**config.mk**
```make
export PLATFORM = sky130hd
export DESIGN_NAME = score_display
export DESIGN_NICKNAME = d
export VERILOG_FILES = /design/src/rtl/whack_pkg.sv /design/src/rtl/score_display_bin2bcd_seq.sv /design/src/rtl/score_display.sv
export SDC_FILE = /design/constraint.sdc
export NUM_CORES = 1
export LEC_CHECK = 0
export BUFFER_PORTS_ARGS = -buffer_cell sky130_fd_sc_hd__buf_2
export CAP_MARGIN = 15
export CORE_MARGIN = 3
export CORE_UTILIZATION = 41
export CTS_CLUSTER_DIAMETER = 60
export DETAILED_ROUTE_END_ITERATION = 7
export GPL_TIMING_DRIVEN = 0
export PLACE_DENSITY_LB_ADDON = 0.3
export SETUP_SLACK_MARGIN = 0.02
export SLEW_MARGIN = 20
export SYNTH_ARGS = -nofsm -noshare
export SYNTH_HDL_FRONTEND = slang
export SYNTH_SLANG_ARGS = --single-unit
```
**constraint.sdc**
```tcl
create_clock -name clk -period 4 [get_ports clk]
set_input_delay 0.2 -clock clk [delete_from_list [all_inputs] [get_ports clk]]
set_output_delay 0.2 -clock clk [all_outputs]
set_load 0.02 [all_outputs]
```
**src/rtl/whack_pkg.sv**
```systemverilog
// Shared definitions for the score display: digit count, score width,
// seven-segment glyphs (active-low {g,f,e,d,c,b,a}) and converter states.
package whack_pkg;

  localparam int NUM_DIGITS = 5;
  localparam int SCORE_W    = 16;
  localparam int BCD_W      = 4 * NUM_DIGITS;

  localparam logic [6:0] SEG_BLANK = 7'h7F;

  // Element 0 is the leftmost entry, so the list reads 0..9.
  localparam logic [0:9][6:0] SEG_LUT = {
    7'b1000000, 7'b1111001, 7'b0100100, 7'b0110000, 7'b0011001,
    7'b0010010, 7'b0000010, 7'b1111000, 7'b0000000, 7'b0010000
  };

  typedef enum logic [1:0] {
    IDLE  = 2'd0,
    SHIFT = 2'd1,
    DONE  = 2'd2
  } conv_state_e;

  function automatic logic [6:0] seg_decode(input logic [3:0] nib);
    if (nib > 4'd9) return SEG_BLANK;
    return SEG_LUT[nib];
  endfunction

endpackage

```
**src/rtl/score_display_bin2bcd_seq.sv**
```systemverilog
// Sequential double-dabble converter: 16 shift iterations per conversion,
// result committed to bcd as one 20-bit write in the DONE state.
module bin2bcd_seq
  import whack_pkg::*;
(
  input  logic               clk,
  input  logic               rst,
  input  logic               start,
  input  logic [SCORE_W-1:0] bin,
  output logic [BCD_W-1:0]   bcd,
  output logic               done,
  output logic               busy
);

  localparam int SR_W = BCD_W + SCORE_W;

  conv_state_e       state_q, state_d;
  logic [SR_W-1:0]   sr_q, sr_d;
  logic [3:0]        iter_q, iter_d;
  logic [BCD_W-1:0]  bcd_q, bcd_d;

  function automatic logic [SR_W-1:0] dabble(input logic [SR_W-1:0] s);
    logic [SR_W-1:0] t;
    t = s;
    for (int i = 0; i < NUM_DIGITS; i++) begin
      if (t[SCORE_W+4*i +: 4] >= 4'd5)
        t[SCORE_W+4*i +: 4] = t[SCORE_W+4*i +: 4] + 4'd3;
    end
    return {t[SR_W-2:0], 1'b0};
  endfunction

  always_comb begin
    state_d = state_q;
    sr_d    = sr_q;
    iter_d  = iter_q;
    bcd_d   = bcd_q;
    case (state_q)
      IDLE: begin
        if (start) begin
          sr_d    = {{BCD_W{1'b0}}, bin};
          iter_d  = 4'd0;
          state_d = SHIFT;
        end
      end
      SHIFT: begin
        sr_d   = dabble(sr_q);
        iter_d = iter_q + 4'd1;
        if (iter_q == 4'd15) state_d = DONE;
      end
      DONE: begin
        bcd_d   = sr_q[SR_W-1:SCORE_W];
        state_d = IDLE;
      end
      default: state_d = IDLE;
    endcase
  end

  always_ff @(posedge clk) begin
    if (rst) begin
      state_q <= IDLE;
      bcd_q   <= '0;
    end else begin
      state_q <= state_d;
      bcd_q   <= bcd_d;
    end
  end

  // Working registers are only meaningful inside SHIFT, so they carry no reset.
  always_ff @(posedge clk) begin
    sr_q   <= sr_d;
    iter_q <= iter_d;
  end

  assign bcd  = bcd_q;
  assign done = (state_q == DONE);
  assign busy = (state_q != IDLE);

endmodule

```
**src/rtl/score_display.sv**
```systemverilog
// Score to 5-digit multiplexed common-anode 7-seg display.
// Define SCORE_LZ_BLANK_EN to blank leading-zero digits (units always shown).
module score_display
  import whack_pkg::*;
#(
  parameter int SCAN_DIV = 50_000
) (
  input  logic                clk,
  input  logic                rst,
  input  logic [SCORE_W-1:0]  score,
  output logic [6:0]          seg,
  output logic [NUM_DIGITS-1:0] an,
  output logic [BCD_W-1:0]    bcd,
  output logic                bcd_valid,
  output logic                busy
);

  localparam int CNT_W = (SCAN_DIV > 2) ? $clog2(SCAN_DIV) : 1;

  logic [CNT_W-1:0]      cnt_q, cnt_d;
  logic [2:0]            idx_q, idx_d;
  logic [SCORE_W-1:0]    shadow_q, shadow_d;
  logic                  pending_q, pending_d;
  logic                  bcd_valid_q, bcd_valid_d;
  logic [NUM_DIGITS-1:0] an_q, an_d;
  logic [6:0]            seg_q, seg_d;

  logic                  start;
  logic                  conv_done;
  logic                  conv_busy;
  logic [BCD_W-1:0]      conv_bcd;
  logic [3:0]            nib;
  logic                  lz;

  // The converter only accepts start while IDLE, so a changed score is
  // picked up at the first IDLE cycle after any in-flight conversion.
  assign start = (pending_q || (score != shadow_q)) && !conv_busy;

  bin2bcd_seq u_conv (
    .clk   (clk),
    .rst   (rst),
    .start (start),
    .bin   (score),
    .bcd   (conv_bcd),
    .done  (conv_done),
    .busy  (conv_busy)
  );

  always_comb begin
    shadow_d    = shadow_q;
    pending_d   = pending_q;
    bcd_valid_d = bcd_valid_q | conv_done;
    cnt_d       = cnt_q + 1'b1;
    idx_d       = idx_q;
    if (start) begin
      shadow_d  = score;
      pending_d = 1'b0;
    end
    if (cnt_q == CNT_W'(SCAN_DIV - 1)) begin
      cnt_d = '0;
      idx_d = (idx_q == 3'(NUM_DIGITS - 1)) ? 3'd0 : idx_q + 3'd1;
    end

    nib = conv_bcd[4*idx_q +: 4];
`ifdef SCORE_LZ_BLANK_EN
    lz = (idx_q != 3'd0) && ((conv_bcd >> (4*idx_q)) == '0);
`else
    lz = 1'b0;
`endif
    an_d  = {NUM_DIGITS{1'b1}};
    seg_d = SEG_BLANK;
    if (bcd_valid_q) begin
      an_d  = ~(NUM_DIGITS'(1) << idx_q);
      seg_d = lz ? SEG_BLANK : seg_decode(nib);
    end
  end

  always_ff @(posedge clk) begin
    if (rst) begin
      cnt_q       <= '0;
      idx_q       <= '0;
      shadow_q    <= '0;
      pending_q   <= 1'b1;
      bcd_valid_q <= 1'b0;
      an_q        <= {NUM_DIGITS{1'b1}};
      seg_q       <= SEG_BLANK;
    end else begin
      cnt_q       <= cnt_d;
      idx_q       <= idx_d;
      shadow_q    <= shadow_d;
      pending_q   <= pending_d;
      bcd_valid_q <= bcd_valid_d;
      an_q        <= an_d;
      seg_q       <= seg_d;
    end
  end

  assign seg       = seg_q;
  assign an        = an_q;
  assign bcd       = conv_bcd;
  assign bcd_valid = bcd_valid_q;
  assign busy      = conv_busy;

endmodule

```
# Word level (Yosys, flattened, before mapping)
# Memory sizes are Yosys's and may differ from the RTL's.
# Cells that the tools add are included.
[totals] regBits=111 latch_bits=0 mem_bits_rw=0 romBits=112 inputBits=18 output_inout_bits=34 wordCells=70 n_memories=1
[memory_table] name="(name not given)" words=16 width=7 read_ports=1 rd_ports_with_merged_regs=0 write_ports=0 line="whack_pkg.sv:25" source="return SEG_LUT[nib];"
[classes] add_sub_neg=8 mul=0 n_div=0 order_cmp=7 eq_ne=8 shifts=2 muxes=19 n_bitwise=4 reduce_logical=10
[ops] op="36-bit one-hot mux with 2 select lines" count=1
[ops] op="36-bit two-way mux" count=1
[ops] op="7-bit two-way mux" count=4
[ops] op="4-bit by 3-bit greater-or-equal comparator with 1-bit output, second input constant" count=5
[ops] op="4-bit two-way mux" count=5
[ops] op="20-bit by 6-bit indexed part select with 4-bit output" count=1
[ops] op="16-bit by 1-bit adder with 16-bit output, second input constant" count=1
[ops] op="4-bit by 2-bit adder with 4-bit output, second input constant" count=4
[ops] op="16-bit equality test, second input constant" count=1
[ops] op="16-bit != test" count=1
[ops] op="4-bit one-hot mux with 2 select lines" count=1
[ops] op="3-bit two-way mux" count=2
[ops] op="5-bit greater-or-equal comparator, second input constant" count=1
[ops] op="4-bit NOT with 5-bit output" count=1
[ops] op="5-bit NOT" count=1
[ops] op="1-bit by 3-bit << shifter with 5-bit output, first input constant" count=1
[ops] op="4-bit by 1-bit adder with 4-bit output, second input constant" count=1
[ops] op="4-bit equality test, second input constant" count=1
[ops] op="4-bit > comparator, second input constant" count=1
[ops] op="2-bit two-way mux" count=2
[ops] op="2-bit one-hot mux with 2 select lines" count=1
[ops] op="2-bit AND reduction" count=2
[ops] op="2-bit nonzero test" count=2
[ops] op="2-bit OR reduction" count=2
[ops] op="14 further kinds" count=15

# Longest topological paths before layout
[logic_depth] word_depth=6 mapped_depth=10 depth_no_buf=9

# Hierarchy
# Synthesis repeated with hierarchy kept, for this count alone.
[hier_totals] hier_cells=600 hier_area_um2=5716.7
[by_module_without_submodules] mod="score_display" n_inst=1 cells_each=309 area_each_um2=2909.0 seq_area_each_um2=980.9
[by_module_without_submodules] mod="bin2bcd_seq" n_inst=1 cells_each=291 area_each_um2=2807.7 seq_area_each_um2=1641.6

# Worst setup path before layout
# No wires, ideal clock.
[synth_path] kind="reg2reg" startpoint="register shadow_q[2]" endpoint="register u_conv.iter_q[0], enable pin" setup_time_ps=451 arrival_ps=2762 required_time_ps=3549 setup_slack_ps=787 path_stages_with_launch=6 path_buffers=1 synth_period_minus_slack_ps=3213 path_cell_list="dfxtp_1 -> xnor2_1 -> nand4_1 -> nor3_2 -> buf_6 -> a21oi_1"
[synth_between] elab_chain_len=5
[synth_rtl] element="from (decl)" line="score_display.sv:22" source="logic [SCORE_W-1:0] shadow_q, shadow_d;"
[synth_rtl] element="from (signal assigned)" line="score_display.sv:90" source="shadow_q <= shadow_d;"
[synth_rtl] element="16-bit != test" line="score_display.sv:37" source="assign start = (pending_q || (score != shadow_q)) && !conv_busy;"
[synth_rtl] element="1-bit logical OR" line="score_display.sv:37"
[synth_rtl] element="1-bit logical AND" line="score_display.sv:37"
[synth_rtl] element="2-bit != test (no line)"
[synth_rtl] element="2-bit AND reduction (no line)"
[synth_rtl] element="to (signal assigned)" line="score_display_bin2bcd_seq.sv:71" source="iter_q <= iter_d;"
[synth_rtl] element="to (decl)" line="score_display_bin2bcd_seq.sv:19" source="logic [3:0] iter_q, iter_d;"
# Every way passes these cells.
# A chain may end at the register's enable or synchronous reset.

# Final worst setup path
[layout_path] startpoint="register idx_q[0]" endpoint="register seg_q[4], in the netlist seg[4]"
[layout_between] elab_chain_len=6 elab_cells_between_ends=9 cone_classes="1 x order compare; 1 x shift; 5 x mux; 1 x bitwise; 1 x memory"
[layout_rtl] element="from (decl)" line="score_display.sv:21" source="logic [2:0] idx_q, idx_d;"
[layout_rtl] element="from (signal assigned)" line="score_display.sv:89" source="idx_q <= idx_d;"
[layout_rtl] element="20-bit by 6-bit indexed part select with 4-bit output (*)" line="score_display.sv:64" source="nib = conv_bcd[4*idx_q +: 4];"
[layout_rtl] element="4-bit NOT with 5-bit output (not written as such)" line="whack_pkg.sv:25"
[layout_rtl] element="memory 16 x 7 bit"
[layout_rtl] element="7-bit two-way mux (not written as such) (2 in a row)" line="whack_pkg.sv:25"
[layout_rtl] element="7-bit two-way mux (*)" line="whack_pkg.sv:25"
[layout_rtl] element="to (signal assigned)" line="score_display.sv:94" source="seg_q <= seg_d;"
[layout_rtl] element="to (decl)" line="score_display.sv:26" source="logic [6:0] seg_q, seg_d;"
# Every way passes the cells marked *; elsewhere a longest branch is shown, timed or not. The select of a mux whose other input is x is not followed.

==> reports/qor_table.md <==
| Item | This run |
| --- | --- |
| Fillers | 1204 |
| Combined area of the multi-input logic cells | 2668 sq um |
| Nets@finish | 668 |
| Gr usage total | 16.85% |
| Worst endpoint data arrival time | 3390 ps |
| Critical path class | reg -> reg |
| Die Area | 14860 sq um |
| Measured slew at the worst slew-check pin | 722.4 ps |
| Tmin final | 3109 ps |
| Number of setup buffers added after CTS | 0 |
| Largest net degree at the start of global routing | 24 |
| Clock Path Buffers | 2 |
| Leakage | 0.002313 uW |
| Number of clock sinks | 111 |
| # IOs | 52 |
| Post-synthesis sequential area ratio | 47.63% |
| Post-synthesis cell count | 567 |
| CP required | 4280 ps |
| CTS tree | built |
| Type of element launching the critical path | register |
| Area grow syn2layout | 13.93% |
| HPWL reported at the end of detailed placement | 8845 um |
| Detailed Route Iter0 Violations | 318 |
| Worst-path clk slew | 70 ps |
| Clock insertion delay at the later pin of the skew report | 350 ps |
| Die extent in x | 121.9 um |
| Total number of vias | 4247 |
| Antenna diodes | 0 |
| Type of element capturing the critical path | register |
| Number of buffers inserted by port buffering | 50 |
| Total chip power | 2231 uW |
| Grt ovf | 0 |
| Number of iterations in the first detailed-routing pass | 4 |
| Number of maximum-capacitance constraint violations | 0 |
| Number of enable-type register cells in the synthesized netlist | 40 |
| Area taken by flip-flops and latches | 2623 sq um |
| Site Rows | 41 |
| Setup-violating endpoint count in the final report | 0 |
| DR vias/cell | 5.269 |
| Depth of the worst register-to-register path | 10 |
| Mapped Avg Cell Area | 9.712 sq um |
| Via count of the first global-routing pass | 4101 |
| Slew HR | 51.73% |
| Count of cell types in the netlist | 45 |
| Weighted congestion reported at the end of routability-driven placement | 0.8534 |
| Number of buffers created by CTS | 9 |
| Antenna-violating nets left | 0 |
| Type of the tightest min-delay check | in -> reg |
| Most used DFF post-synth | sky130_fd_sc_hd__dfxtp_1 |
| Hold_ws | 158.9 ps |
| Vertical extent of the die | 121.9 um |
| Fraction of layout cells with a size suffix above 1 | 14.67% |
| Critical-path maximum fanout | 10 |
| Share of flip-flops with an asynchronous set or reset | 0% |
| First-pass GRT wire length | 19930 um |
| Sum of negative setup slack | 0 ps |
| Post-Route Utilization | 48.72% |
| Routed wire per std cell | 15.10 um |
| Final cycle utilization of the critical path | 77.73% |
| Net count after synthesis | 606 |
| Netlist area before placement | 5507 sq um |
| Buffer type at the clock tree root | sky130_fd_sc_hd__clkbuf_16 |
| Cts repair resizes | 0 |
| Post-route clock skew | 7.044 ps |
| Area inside the core boundary | 12880 sq um |
| Final slew viol count | 0 |
| Initial antenna violation count | 0 |
| Number of endpoints with negative hold slack in the final report | 0 |
| Outcome | completed |
| Initial core utilization | 42.77% |
| Post-CTS Hold Fix Bufs | 0 |
| # DRC | 0 |
| Warning count from the yosys run | 0 |
| RSZ-0062 raised after global routing | no |
| Number of synthesized register bits | 111 |
| Peak supply drop | 0.2005 mV |
| Number of H-tree levels | 3 |
| Worst hold path cell count | 3 |
| Routed wire length | 12170 um |
| Power density over the cells | 355.7 nW/um^2 |
| Fmax | 321.6 MHz |
[stage by stage]
| step | instances | setup WS (ps) | instance area [sq um] |
|---|---|---|---|
| 3_5_place_dp | 790 | 931.8 | 6011 |
| 6_report | 806 | 890.7 | 6274 |
| 4_1_cts | 806 | 917.5 | 6274 |
| 2_1_floorplan | 567 | 787.0 | 5507 |
| 3_3_place_gp | 789 | -340.5 | 5972 |
| 5_1_grt | 806 | 726.2 | 6274 |
[routing by layer]
metal / vias to the layer above / GRT usage [%] / share of wire, %
li1: 2097 / - / -
met1: 2053 / 22.00 / 48
met2: 73 / 27.87 / 47
met3: 24 / 2.693 / 3.0
met4: 0 / 7.003 / 2.4
met5: - / 0 / 0
[cells in the mapped netlist (2+ instances only)]
master,n,area (sq um)
sky130_fd_sc_hd__nor4b_1,15,131.4
sky130_fd_sc_hd__dfxtp_1,71,1421
sky130_fd_sc_hd__edfxtp_1,40,1201
sky130_fd_sc_hd__a32oi_1,15,131.4
sky130_fd_sc_hd__nand3_1,17,85.08
sky130_fd_sc_hd__buf_6,3,33.78
sky130_fd_sc_hd__or2_2,3,18.77
sky130_fd_sc_hd__buf_2,2,10.01
sky130_fd_sc_hd__and2_1,2,12.51
sky130_fd_sc_hd__xnor2_1,29,254.0
sky130_fd_sc_hd__nor2_1,57,214.0
sky130_fd_sc_hd__nand4_1,7,43.79
sky130_fd_sc_hd__o21ai_0,6,30.03
sky130_fd_sc_hd__a21oi_1,40,200.2
sky130_fd_sc_hd__nor2b_1,2,12.51
sky130_fd_sc_hd__nand2b_1,9,56.30
sky130_fd_sc_hd__o21ai_1,2,10.01
sky130_fd_sc_hd__mux2_2,16,180.2
sky130_fd_sc_hd__mux2i_1,22,220.2
sky130_fd_sc_hd__xor2_1,12,105.1
sky130_fd_sc_hd__nand2_1,81,304.0
sky130_fd_sc_hd__inv_1,21,78.83
sky130_fd_sc_hd__buf_1,5,18.77
sky130_fd_sc_hd__nor3b_1,15,112.6
sky130_fd_sc_hd__ha_1,21,262.8
sky130_fd_sc_hd__nor4_1,3,18.77
sky130_fd_sc_hd__nor3_1,10,50.05
sky130_fd_sc_hd__clkbuf_1,21,78.83
sky130_fd_sc_hd__and3_1,4,25.02
[final timing paths]
path,startpoint,to,slack [ps]
worst min-delay path,score[4],shadow_q[4],160
worst max register to register,idx_q[0],seg[4],890
worst min register to register,pending_q,pending_q,440
worst max-delay path,idx_q[0],seg[4],890
[cell families (layout without fill, tap and decap cells)]
logic type,count (synthesis),after routing,synth area share [%]
adder cells (fa/ha/maj),21,21,4.772
flip-flops,111,111,47.63
AO/OA/AOI/OAI,69,69,7.794
multiplexers,40,40,8.157
XOR/XNOR,41,41,6.521
AND/OR/NAND/NOR,232,232,21.00
buffers and inverters,53,120,4.136
[cells in the final DEF (no fill, tap or decap), types with 2 or more instances in the layout]
cell type / n
sky130_fd_sc_hd__mux2i_1: 22
sky130_fd_sc_hd__ha_1: 21
sky130_fd_sc_hd__clkbuf_16: 9
sky130_fd_sc_hd__dfxtp_1: 71
sky130_fd_sc_hd__a21oi_1: 39
sky130_fd_sc_hd__or2_2: 3
sky130_fd_sc_hd__buf_6: 3
sky130_fd_sc_hd__nand2b_1: 9
sky130_fd_sc_hd__nor2b_1: 2
sky130_fd_sc_hd__nor3b_1: 15
sky130_fd_sc_hd__o21ai_0: 6
sky130_fd_sc_hd__xnor2_1: 29
sky130_fd_sc_hd__nand2_1: 81
sky130_fd_sc_hd__nor2_1: 57
sky130_fd_sc_hd__nor3_1: 10
sky130_fd_sc_hd__and3_1: 4
sky130_fd_sc_hd__a32oi_1: 15
sky130_fd_sc_hd__xor2_1: 12
sky130_fd_sc_hd__buf_1: 5
sky130_fd_sc_hd__mux2_2: 16
sky130_fd_sc_hd__buf_2: 52
sky130_fd_sc_hd__clkbuf_1: 26
sky130_fd_sc_hd__nand4_1: 7
sky130_fd_sc_hd__o21ai_1: 2
sky130_fd_sc_hd__and2_1: 2
sky130_fd_sc_hd__inv_1: 21
sky130_fd_sc_hd__nand3_1: 17
sky130_fd_sc_hd__nor4_1: 3
sky130_fd_sc_hd__edfxtp_1: 40
sky130_fd_sc_hd__nor4b_1: 15
[final cells by class]
class | count | share of cell area (%)
Buffer | 32 | 2.373
Clock buffer | 15 | 4.108
Clock inverter | 1 | 0.07978
Inverter | 21 | 1.256
Multi-Input combinational cell | 403 | 42.52
Sequential cell | 111 | 41.80
Tap cell | 172 | 3.430
Timing Repair Buffer | 51 | 4.428
[worst max-delay path, stage by stage (launching register included)]
cell                      delay, ps
sky130_fd_sc_hd__dfxtp_1        380
sky130_fd_sc_hd__buf_6          160
sky130_fd_sc_hd__mux4_1         580
sky130_fd_sc_hd__a22oi_1        370
sky130_fd_sc_hd__inv_1          120
sky130_fd_sc_hd__ha_1           250
sky130_fd_sc_hd__or2_2          300
sky130_fd_sc_hd__or4_1          390
sky130_fd_sc_hd__and3_1         210
sky130_fd_sc_hd__and2_1         160
sky130_fd_sc_hd__o21ai_1        110
[registers in the layout, indices dropped and copies added (netlist names)]
register and cells:
an 5, bcd_valid 1, u_conv.state_q 2, u_conv.bcd 20
cnt_q 16, pending_q 1, idx_q 3, shadow_q 16
u_conv.sr_q 36, seg 7, u_conv.iter_q 4
[where the power goes]
group	leakage (uW)	switching (uW)	internal, uW
combinational	0.00114	89.9	71.7
sequential	0.00104	26.7	1210
clock	0.000128	393	441
total	0.00231	510	1720
Note: power is estimated with default switching activity, not from simulation.
